`src/rtl/seg7_scan_driver_if.sv`:
```
// Host-side bus of seg7_scan_driver: digit values, blank mask, load strobe and busy flag.
// The per-digit decimal point input only exists when SEG7_DP_EN is defined.
interface seg7_scan_driver_if #(
    parameter int NUM_DIGITS = 4
) ();
    logic [4*NUM_DIGITS-1:0] digit_data;
    logic [NUM_DIGITS-1:0]   digit_en;
    logic                    load;
    logic                    busy;
`ifdef SEG7_DP_EN
    logic [NUM_DIGITS-1:0]   dp_in;

    modport master (output digit_data, digit_en, load, dp_in, input busy);
    modport slave  (input digit_data, digit_en, load, dp_in, output busy);
`else
    modport master (output digit_data, digit_en, load, input busy);
    modport slave  (input digit_data, digit_en, load, output busy);
`endif
endinterface

```
`src/rtl/seg7_scan_driver.sv`:
```
// Time-multiplexed N-digit 7-segment driver with frame-synchronous double buffering.
// Optional decimal point support is enabled by defining SEG7_DP_EN.
module seg7_scan_driver #(
    parameter int NUM_DIGITS   = 4,
    parameter int REFRESH_DIV  = 100000,
    parameter int BLANK_CYCLES = 16,
    parameter int ACTIVE_LOW   = 1
) (
    input  logic                  clock,
    input  logic                  reset_n,
    seg7_scan_driver_if.slave     bus,
    output logic [NUM_DIGITS-1:0] anode,
    output logic [6:0]            cathode
`ifdef SEG7_DP_EN
    ,
    output logic                  dp
`endif
);
    localparam int PW = (REFRESH_DIV > 1) ? $clog2(REFRESH_DIV) : 1;
    localparam int IW = (NUM_DIGITS > 1) ? $clog2(NUM_DIGITS) : 1;
    localparam logic [PW-1:0] PRESC_LAST = PW'(REFRESH_DIV - 1);
    localparam logic [PW-1:0] BLANK_END  = PW'(BLANK_CYCLES);
    localparam logic [IW-1:0] IDX_LAST   = IW'(NUM_DIGITS - 1);
    localparam logic          POL        = (ACTIVE_LOW != 0);

    function automatic logic [6:0] seg_decode(input logic [3:0] v);
        logic [6:0] s;
        case (v)
            4'h0: s = 7'b1111110;
            4'h1: s = 7'b0110000;
            4'h2: s = 7'b1101101;
            4'h3: s = 7'b1111001;
            4'h4: s = 7'b0110011;
            4'h5: s = 7'b1011011;
            4'h6: s = 7'b1011111;
            4'h7: s = 7'b1110000;
            4'h8: s = 7'b1111111;
            4'h9: s = 7'b1111011;
            4'hA: s = 7'b1110111;
            4'hB: s = 7'b0011111;
            4'hC: s = 7'b1001110;
            4'hD: s = 7'b0111101;
            4'hE: s = 7'b1001111;
            default: s = 7'b1000111;
        endcase
        return s;
    endfunction

    // Assertion is asynchronous; release is re-timed to the clock through two flops.
    logic [1:0] rst_sync;
    logic       rst_int_n;

    always_ff @(posedge clock or negedge reset_n) begin
        if (!reset_n) rst_sync <= '0;
        else          rst_sync <= {rst_sync[0], 1'b1};
    end

    assign rst_int_n = rst_sync[1];

    logic [PW-1:0]           presc;
    logic [IW-1:0]           idx;
    logic                    tick;
    logic                    frame_end;
    logic [4*NUM_DIGITS-1:0] pending;
    logic [4*NUM_DIGITS-1:0] display;
    logic                    busy_r;

    assign tick      = (presc == PRESC_LAST);
    assign frame_end = tick && (idx == IDX_LAST);
    assign bus.busy  = busy_r;

    always_ff @(posedge clock or negedge rst_int_n) begin
        if (!rst_int_n) begin
            presc <= '0;
            idx   <= '0;
        end else begin
            presc <= tick ? '0 : presc + 1'b1;
            if (tick) idx <= (idx == IDX_LAST) ? '0 : idx + 1'b1;
        end
    end

    // A load on the frame boundary still hands the older pending value to display.
    always_ff @(posedge clock or negedge rst_int_n) begin
        if (!rst_int_n) begin
            pending <= '0;
            display <= '0;
            busy_r  <= 1'b0;
        end else begin
            if (bus.load) pending <= bus.digit_data;
            if (frame_end && busy_r) display <= pending;
            if (bus.load)       busy_r <= 1'b1;
            else if (frame_end) busy_r <= 1'b0;
        end
    end

    logic [NUM_DIGITS-1:0] anode_nxt;
    logic [6:0]            seg_nxt;
    logic [3:0]            nibble;
`ifdef SEG7_DP_EN
    logic                  dp_nxt;
`endif

    always_comb begin
        anode_nxt = '0;
        seg_nxt   = '0;
        nibble    = display[4*idx +: 4];
`ifdef SEG7_DP_EN
        dp_nxt    = 1'b0;
`endif
        if (presc >= BLANK_END) begin
            anode_nxt[idx] = 1'b1;
            if (bus.digit_en[idx]) begin
                seg_nxt = seg_decode(nibble);
`ifdef SEG7_DP_EN
                dp_nxt  = bus.dp_in[idx];
`endif
            end
        end
    end

    always_ff @(posedge clock or negedge rst_int_n) begin
        if (!rst_int_n) begin
            anode   <= {NUM_DIGITS{POL}};
            cathode <= {7{POL}};
`ifdef SEG7_DP_EN
            dp      <= POL;
`endif
        end else begin
            anode   <= anode_nxt ^ {NUM_DIGITS{POL}};
            cathode <= seg_nxt ^ {7{POL}};
`ifdef SEG7_DP_EN
            dp      <= dp_nxt ^ POL;
`endif
        end
    end
endmodule

```
`src/flat_wrapper.sv`:
```
// flat-port wrapper written by rule: the top's interface ports become plain ports
module seg7_scan_driver_flat 
#(
    parameter int NUM_DIGITS   = 4,
    parameter int REFRESH_DIV  = 100000,
    parameter int BLANK_CYCLES = 16,
    parameter int ACTIVE_LOW   = 1
)
  (clock, reset_n, anode, cathode, bus_digit_data, bus_digit_en, bus_load, bus_busy);
  seg7_scan_driver_if #(.NUM_DIGITS(NUM_DIGITS)) bus_i ();
  input  logic clock;
  input  logic reset_n;
  output logic [NUM_DIGITS-1:0] anode;
  output logic [6:0] cathode;
  input wire logic [$bits(bus_i.digit_data)-1:0] bus_digit_data;
  input wire logic [$bits(bus_i.digit_en)-1:0] bus_digit_en;
  input wire logic [$bits(bus_i.load)-1:0] bus_load;
  output wire logic [$bits(bus_i.busy)-1:0] bus_busy;
  assign bus_i.digit_data = bus_digit_data;
  assign bus_i.digit_en = bus_digit_en;
  assign bus_i.load = bus_load;
  assign bus_busy = bus_i.busy;
  seg7_scan_driver #(.NUM_DIGITS(NUM_DIGITS), .REFRESH_DIV(REFRESH_DIV), .BLANK_CYCLES(BLANK_CYCLES), .ACTIVE_LOW(ACTIVE_LOW)) u_core (.clock(clock), .reset_n(reset_n), .bus(bus_i), .anode(anode), .cathode(cathode));
endmodule
```
`config.mk`:
```
export PLATFORM = sky130hd
export DESIGN_NAME = seg7_scan_driver_flat
export DESIGN_NICKNAME = d
export VERILOG_FILES = /design/src/rtl/seg7_scan_driver_if.sv /design/src/rtl/seg7_scan_driver.sv /design/src/flat_wrapper.sv
export SDC_FILE = /design/constraint.sdc
export NUM_CORES = 1
export LEC_CHECK = 0
export BUFFER_PORTS_ARGS = -buffer_cell sky130_fd_sc_hd__buf_4
export CORE_MARGIN = 5
export CORE_UTILIZATION = 50
export CTS_CLUSTER_DIAMETER = 40
export DETAILED_ROUTE_END_ITERATION = 12
export HOLD_SLACK_MARGIN = 0.1
export PLACE_DENSITY = 0.7
export SLEW_MARGIN = 20
export SYNTH_ARGS = -nofsm -noshare
export SYNTH_HDL_FRONTEND = slang
export SYNTH_SLANG_ARGS = --single-unit
```
`constraint.sdc`:
```
create_clock -name clock -period 3.25 [get_ports clock]
set_input_delay 0.325 -clock clock [delete_from_list [all_inputs] [get_ports clock]]
set_output_delay 0.325 -clock clock [all_outputs]
set_load 0.05 [all_outputs]
```
==> summary.txt, run 1 <==
Run status
  • Outcome: finished clean

Clock tree
  • Post-CTS Resized: 0
  • Post-CTS Repair Setup Buffers: 0
  • Clock-pin transition on the worst setup and hold timing paths: 70 ps
  • # clock sinks: 65
  • Max Buffers Root-to-Sink: 2
  • Root Driver: clkbuf_8
  • CTS Buf Count: 9
  • Worst-Skew Late Latency: 340 ps
  • H-tree depth: 3
  • CTS tree: done

Yosys
  • Mean Syn Cell Area: 13.19 sq um
  • Synth Net Count: 275
  • Synth Flop Type: dfrtp_1
  • Cell variety after synth: 40
  • Async SR Flop Fraction: 100.0%
  • Register bit total from synthesis: 65
  • Post-synthesis instance area: 3167 sq um
  • Mapped Cells: 240
  • Seq/Total Area, Yosys: 51.80%
  • YS warnings: 0
  • Post-synth EDFFs: 0

Worst setup path
  • R2R cell count: 5
  • CP max-delay cell: mux4_2
  • R2r setup slk: 930 ps
  • Worst-path maximum fanout: 9
  • R2R Path End: u_core.cathode[6]
  • CP Launch Type: flop
  • Crit path capture type: flop
  • FF-to-FF Start: u_core.idx[0]
  • Critical path required time: 3500 ps
  • Worst Setup Path Type: flop to flop
  • Crit path DAT: 2570 ps
  • Worst path cell trace: mux4_2 -> ha_1 -> or3b_2 -> a21oi_1 -> o31ai_1
  • Max stage delay on crit path: 650 ps

Timing
  • Count of final max-slew check failures: 0
  • Slew headroom: 45.52%
  • Setup TNS: 0 ps
  • Setup Skew: 9.577 ps
  • Final Worst Setup Slack: 930.2 ps
  • Period utilization: 71.38%
  • RSZ-0062 raised after global routing: false
  • Fin Hold WS: 212.5 ps
  • Max Fclk: 431.1 MHz
  • Slew @ Worst Pin: 817.1 ps
  • Period minus WS final: 2320 ps
  • Hold Fails Final Rpt: 0
  • Final setup viols: 0

Die
  • Starting Density: 50.74%
  • Die W: 89.59 um
  • Die ar.: 8025 sq um
  • # rows: 29
  • Core Box Area: 6241 sq um
  • Ports: 35
  • Chip Height: 89.59 um

Detailed routing
  • Drt wl/cell: 15.41 um
  • Drt first pass iters: 4
  • 1st-iter DRT viols: 70
  • WL final: 5.563 mm
  • Vias: 1958
  • DRT antenna net count: 0
  • DR DRC count: 0
  • Routed vias/inst: 5.424

Global routing
  • First-pass GRT wire length: 9.591 mm
  • Vias in the first global route: 1915
  • Total GRT Usage: 15.86%
  • Largest net degree at the start of global routing: 40
  • Antenna violations before repair: 0
  • Total grt overflow: 0

Layout
  • Ant diodes: 0
  • Most frequent cells in the layout: 53 x dfrtp_1, 35 x buf_4, 28 x mux2_2
  • NumNets Final: 314
  • Most common cell after layout, fill and taps aside: dfrtp_1
  • Finished Cell Area: 3694 sq um
  • Register area: 1642 sq um
  • Fraction of layout cells with a size suffix above 1: 40.85%
  • Fillcell total: 500
  • Layout area overhead: 16.63%
  • Area of the multi-input gates: 1441 sq um

Placed design
  • RePlAce Congestion: 0.8396
  • Post-DP HPWL: 4.001 mm
  • Worst slack, placed: 922.6 ps
  • Port Buf Inserts: 34
  • Area after DPL: 3480 sq um

Pwr
  • Sw Ratio: 22.80%
  • Part of the power in the clock network: 42.5%
  • Sw power: 371.3 uW
  • Comb pwr share: 4.9%
  • Pwr dens: 441.0 nW/um^2
  • Max VDD drop: 0.3159 mV
  • P_int: 1258 uW
  • Seq pwr share: 52.6%
  • LEAKAGE: 0.001679 uW

Worst hold path
  • Start point of the worst hold path: bus_digit_data[5]
  • Worst min path class: input port to flop
  • WHS Path Cells: 2
  • Hold EP: u_core.pending[5]

Job
  • Max Cap Viol: 0
==> state kept, by name (all words and copies together) (netlist names) <==
register         cells
u_core.cathode       7
u_core.bus.busy      1
u_core.anode         4
u_core.display      16
u_core.idx           2
u_core.pending      16
u_core.presc        17
u_core.rst_sync      2
==> worst max-delay path, delay by kind of cell (launching register included) <==
family / cells / cell delay (ps)
simple gates: 1 / 480
fa+ha+maj: 1 / 270
mux: 1 / 650
flops: 1 / 590
compound gates: 2 / 250
==> how the worst max path moves through the flow <==
stage,from,end,slack [ps],cells past startpoint
2_1_floorplan,u_core.idx[0],u_core.cathode[6],1120,6
3_3_place_gp,u_core.idx[0],u_core.cathode[6],1000,5
3_5_place_dp,u_core.idx[0],u_core.cathode[6],920,5
4_1_cts,u_core.idx[0],u_core.cathode[6],920,5
5_1_grt,u_core.idx[0],u_core.cathode[6],790,5
6_report,u_core.idx[0],u_core.cathode[6],930,5
==> layer usage <==
layer	global-route usage, %	vias up	part of all wire [%]
met5	0	-	0
met4	8.119	0	2.3
met3	3.376	11	4.1
met2	21.81	39	44
met1	23.52	966	50
li1	-	942	-
==> logic make-up after synthesis <==
group                      share of synthesized area [%]
muxes                                              21.57
adders and majority gates                          4.741
DFF                                                51.80
other                                             0.1184
buffers and inverters                              2.686
xor gates and xnor gates                           4.702
and+or+nand+nor                                    11.34
AOI/OAI and AO/OA                                  3.043
==> cell usage after synthesis, drive strengths merged (5+ instances only) <==
| cell | instances | share of area, % |
|---|---|---|
| dfrtp | 54 | 43 |
| dfstp | 11 | 9.1 |
| nand2 | 12 | 1.4 |
| mux2 | 38 | 15 |
| ha | 12 | 4.7 |
| nor3 | 6 | 1.3 |
| nor2 | 12 | 1.4 |
| mux4 | 6 | 4.3 |
| nor4 | 5 | 1.2 |
| xnor2 | 10 | 2.8 |
| mux2i | 7 | 2.6 |
| xor2 | 7 | 1.9 |
| nand3 | 12 | 2.1 |
| nand4 | 6 | 1.7 |
| inv | 9 | 1.1 |
==> per-stage QoR <==
stage | power [uW] | utilization, % | cells
6_report | 1629 | 59.18 | 361
3_3_place_gp | 950.2 | 55.75 | 344
5_1_grt | 1705 | 59.18 | 361
4_1_cts | 1657 | 59.18 | 361
3_5_place_dp | 953.8 | 55.75 | 344
2_1_floorplan | 914.3 | - | 240
==> power by group through the flow <==
| stage | Clock (uW) | Combinational (uW) | Sequential, uW |
|---|---|---|---|
| floorplan | 0 | 29.0 | 885 |
| global placement | 0 | 77.9 | 872 |
| detailed placement | 0 | 80.6 | 873 |
| CTS | 718 | 81.7 | 858 |
| global route | 757 | 86.4 | 862 |
| finish | 693 | 79.4 | 857 |
==> final cells by class <==
class | instances | area share [%]
sequential | 65 | 44.44
multi-input combinational | 157 | 39.02
timing repair buffer | 36 | 7.385
clock buffer | 10 | 3.726
tap | 77 | 2.608
clock inverter | 6 | 1.795
inverter | 10 | 1.016
==> timing repair <==
item,in CTS,in global routing
endpoints found under the hold margin,2,0
hold buffers,1,0
setup endpoints to repair,0,0
Note: power is estimated with default switching activity, not from simulation.
==> run 2: changes to the inputs <==
--- a/config.mk
+++ b/config.mk
@@ -5,13 +5,14 @@
 export SDC_FILE = /design/constraint.sdc
 export NUM_CORES = 1
 export LEC_CHECK = 0
+export ABC_AREA = 1
 export BUFFER_PORTS_ARGS = -buffer_cell sky130_fd_sc_hd__buf_4
 export CORE_MARGIN = 5
 export CORE_UTILIZATION = 50
 export CTS_CLUSTER_DIAMETER = 40
 export DETAILED_ROUTE_END_ITERATION = 12
 export HOLD_SLACK_MARGIN = 0.1
-export PLACE_DENSITY = 0.7
+export PLACE_DENSITY = 0.69
 export SLEW_MARGIN = 20
 export SYNTH_ARGS = -nofsm -noshare
 export SYNTH_HDL_FRONTEND = slang
==> constraint.sdc (replaced) <==
create_clock -name clock -period 2.4 [get_ports clock]
set_input_delay 0.24 -clock clock [delete_from_list [all_inputs] [get_ports clock]]
set_output_delay 0.24 -clock clock [all_outputs]
set_load 0.05 [all_outputs]
==> run 2 against run 1 <==
- worst setup slack got worse by 470 ps
- cell count rose by 52%
- via count rose by 41%
- critical path type unchanged
- clock-buffer cell count rose by 2
- sequential cell count did not move
- synthesized area rose by 5.5%
==> summary.txt, run 2 <==
Die
  • Chip Height: 91.76 um
  • # rows: 29
  • Core Box Area: 6422 sq um
  • Die ar.: 8419 sq um
  • Ports: 35
  • Starting Density: 52.04%
  • Die W: 91.76 um

Worst setup path
  • CP Launch Type: flop
  • Most frequent CP cell: nand2_1
  • CP max-delay cell: dfrtp_1
  • Worst Setup Path Type: flop to flop
  • R2R Path End: u_core.cathode[6]
  • R2r setup slk: 460 ps
  • Worst path cell trace: inv_2 -> nand2_1 -> nand3_1 -> nand2_1 -> inv_1 -> ha_1 -> inv_1 -> nand2_1 -> nand2_1 -> nand2_1 -> nand2_1 -> nand2_1
  • Worst-path maximum fanout: 14
  • Critical path required time: 2660 ps
  • Crit path capture type: flop
  • Max stage delay on crit path: 590 ps
  • R2R cell count: 12
  • Crit path DAT: 2190 ps
  • FF-to-FF Start: u_core.idx[0]

Timing
  • Setup Skew: 8.326 ps
  • Hold Fails Final Rpt: 0
  • Count of final max-slew check failures: 0
  • Fin Hold WS: 121.6 ps
  • Setup TNS: 0 ps
  • Max Fclk: 515.8 MHz
  • Period utilization: 80.78%
  • RSZ-0062 raised after global routing: false
  • Period minus WS final: 1939 ps
  • Final setup viols: 0
  • Slew headroom: 58.71%
  • Slew @ Worst Pin: 619.3 ps

Yosys
  • Synth top area share: 40.43%
  • Area contributors post-synth: dfrtp_1 40%, nand2_1 18%, dfstp_2 8.6%, nand3_1 6.3%, ha_1 4.5%
  • YS warnings: 0
  • Mean Syn Cell Area: 8.014 sq um
  • Synth Flop Type: dfrtp_1
  • Seq/Total Area, Yosys: 49.08%
  • Count leader, synth: nand2_1
  • Area leader, netlist: dfrtp_1
  • Post-synth EDFFs: 0
  • Register bit total from synthesis: 65
  • Cell variety after synth: 27
  • Mapped Cells: 417
  • Synth top cells by count: 158 x nand2_1, 54 x dfrtp_1, 42 x nand3_1
  • Async SR Flop Fraction: 100.0%
  • Post-synthesis instance area: 3342 sq um
  • Synth Net Count: 452

Detailed routing
  • DRT antenna net count: 0
  • DR DRC count: 0
  • WL final: 6.838 mm
  • Vias: 2755
  • Routed vias/inst: 5.009
  • Drt wl/cell: 12.43 um
  • Drt first pass iters: 4
  • 1st-iter DRT viols: 115

Placed design
  • Area after DPL: 3617 sq um
  • Cell Count Post-Placement: 518
  • Port Buf Inserts: 34
  • Post-DP HPWL: 4.869 mm
  • RePlAce Congestion: 0.8467

Clock tree
  • Worst-Skew Late Latency: 330 ps
  • Clock-pin transition on the worst setup and hold timing paths: 70 ps
  • Max Buffers Root-to-Sink: 2
  • Root Driver: clkbuf_8
  • Post-CTS Resized: 0
  • # clock sinks: 65
  • CTS Buf Count: 9
  • H-tree depth: 3
  • CTS tree: done

Layout
  • Leading registers by flop count: u_core.presc: 17 flops, u_core.display: 16 flops, u_core.pending: 16 flops
  • Fin util: 62.54%
  • Ant diodes: 0
  • Area of the multi-input gates: 1440 sq um
  • Register area: 1642 sq um
  • Non-Filler Instances: 550
  • Most flops, register: u_core.presc
  • Most common cell after layout, fill and taps aside: nand2_1
  • Finished Cell Area: 4016 sq um
  • Fillcell total: 564
  • Max reg flops: 17
  • Most frequent cells in the layout: 158 x nand2_1, 53 x dfrtp_1, 42 x nand3_1, 38 x buf_4, 37 x inv_1
  • Fraction of layout cells with a size suffix above 1: 17.12%
  • Layout area overhead: 20.18%
  • NumNets Final: 503

Pwr
  • Max VDD drop: 0.3880 mV
  • LEAKAGE: 0.002112 uW
  • Pwr dens: 587.6 nW/um^2

Global routing
  • Largest net degree at the start of global routing: 28
  • Total grt overflow: 0
  • Antenna violations before repair: 0
  • Vias in the first global route: 2665
  • First-pass GRT wire length: 11.99 mm
  • Total GRT Usage: 17.51%

Worst hold path
  • Start point of the worst hold path: bus_digit_data[0]
  • Hold EP: u_core.pending[0]
  • Worst min path class: input port to flop
  • WHS Path Cells: 3

Run status
  • Outcome: finished clean

Job
  • Max Cap Viol: 0
run 2: critical path, delay by kind of cell (launching register included):
| family | cells | cell delay [ps] |
|---|---|---|
| and+or+nand+nor | 8 | 660 |
| DFF | 1 | 590 |
| buffers and inverters | 3 | 390 |
| adders and majority gates | 1 | 230 |
run 2: worst max path at each step:
stage | start | end | slack [ps] | cells after the start
2_1_floorplan | u_core.rst_sync[1] | u_core.bus.busy | 480 | 0
3_3_place_gp | u_core.idx[0] | u_core.cathode[6] | 610 | 12
3_5_place_dp | u_core.idx[0] | u_core.cathode[6] | 490 | 12
4_1_cts | u_core.idx[0] | u_core.cathode[6] | 460 | 12
5_1_grt | u_core.idx[0] | u_core.cathode[6] | 230 | 12
6_report | u_core.idx[0] | u_core.cathode[6] | 460 | 12
run 2: layer usage:
layer | GRT usage (%) | wire length, um | vias up
li1 | - | - | 1414
met2 | 29.58 | 3295 | 58
met1 | 22.22 | 3176 | 1277
met5 | 0 | 0 | -
met4 | 6.683 | 71 | 0
met3 | 3.519 | 295 | 6
run 2: logic make-up (layout without fill, tap and decap cells):
group,Yosys count,in the layout,synth area share [%]
flip-flops,65,65,49.08
AND/OR/NAND/NOR,267,267,35.04
AO/OA/AOI/OAI,9,9,1.348
buffers and inverters,55,111,7.824
adder cells (fa/ha/maj),12,12,4.493
XOR/XNOR,8,8,2.097
other,1,1,0.1122
run 2: repair_timing:
item	4_1_cts	5_1_grt
buffers inserted	0	0
hold buffers	16	0
endpoints found under the hold margin	17	0
run 2: area by class of cell:
class                           count  share of cell area [%]
Sequential cell                    65                   40.87
Multi-Input combinational cell    297                   35.86
Timing Repair Buffer               54                   11.09
Clock buffer                       12                   4.112
Inverter                           41                   3.832
Tap cell                           77                   2.399
Clock inverter                      4                   1.838
run 2: through the flow:
stage	total power, uW	setup WS (ps)
floorplan	1230	475.3
global placement	1280	607.5
detailed placement	1284	486.9
CTS	2391	462.1
global route	2455	232.2
finish	2360	461.3
run 2: report_power, final:
group / switching (uW) / leakage, uW / internal (uW)
logic: 66.4 / 0.00117 / 61.7
clock network: 408 / 0.000123 / 670
registers: 23.9 / 0.000821 / 1130
total: 498 / 0.00211 / 1860
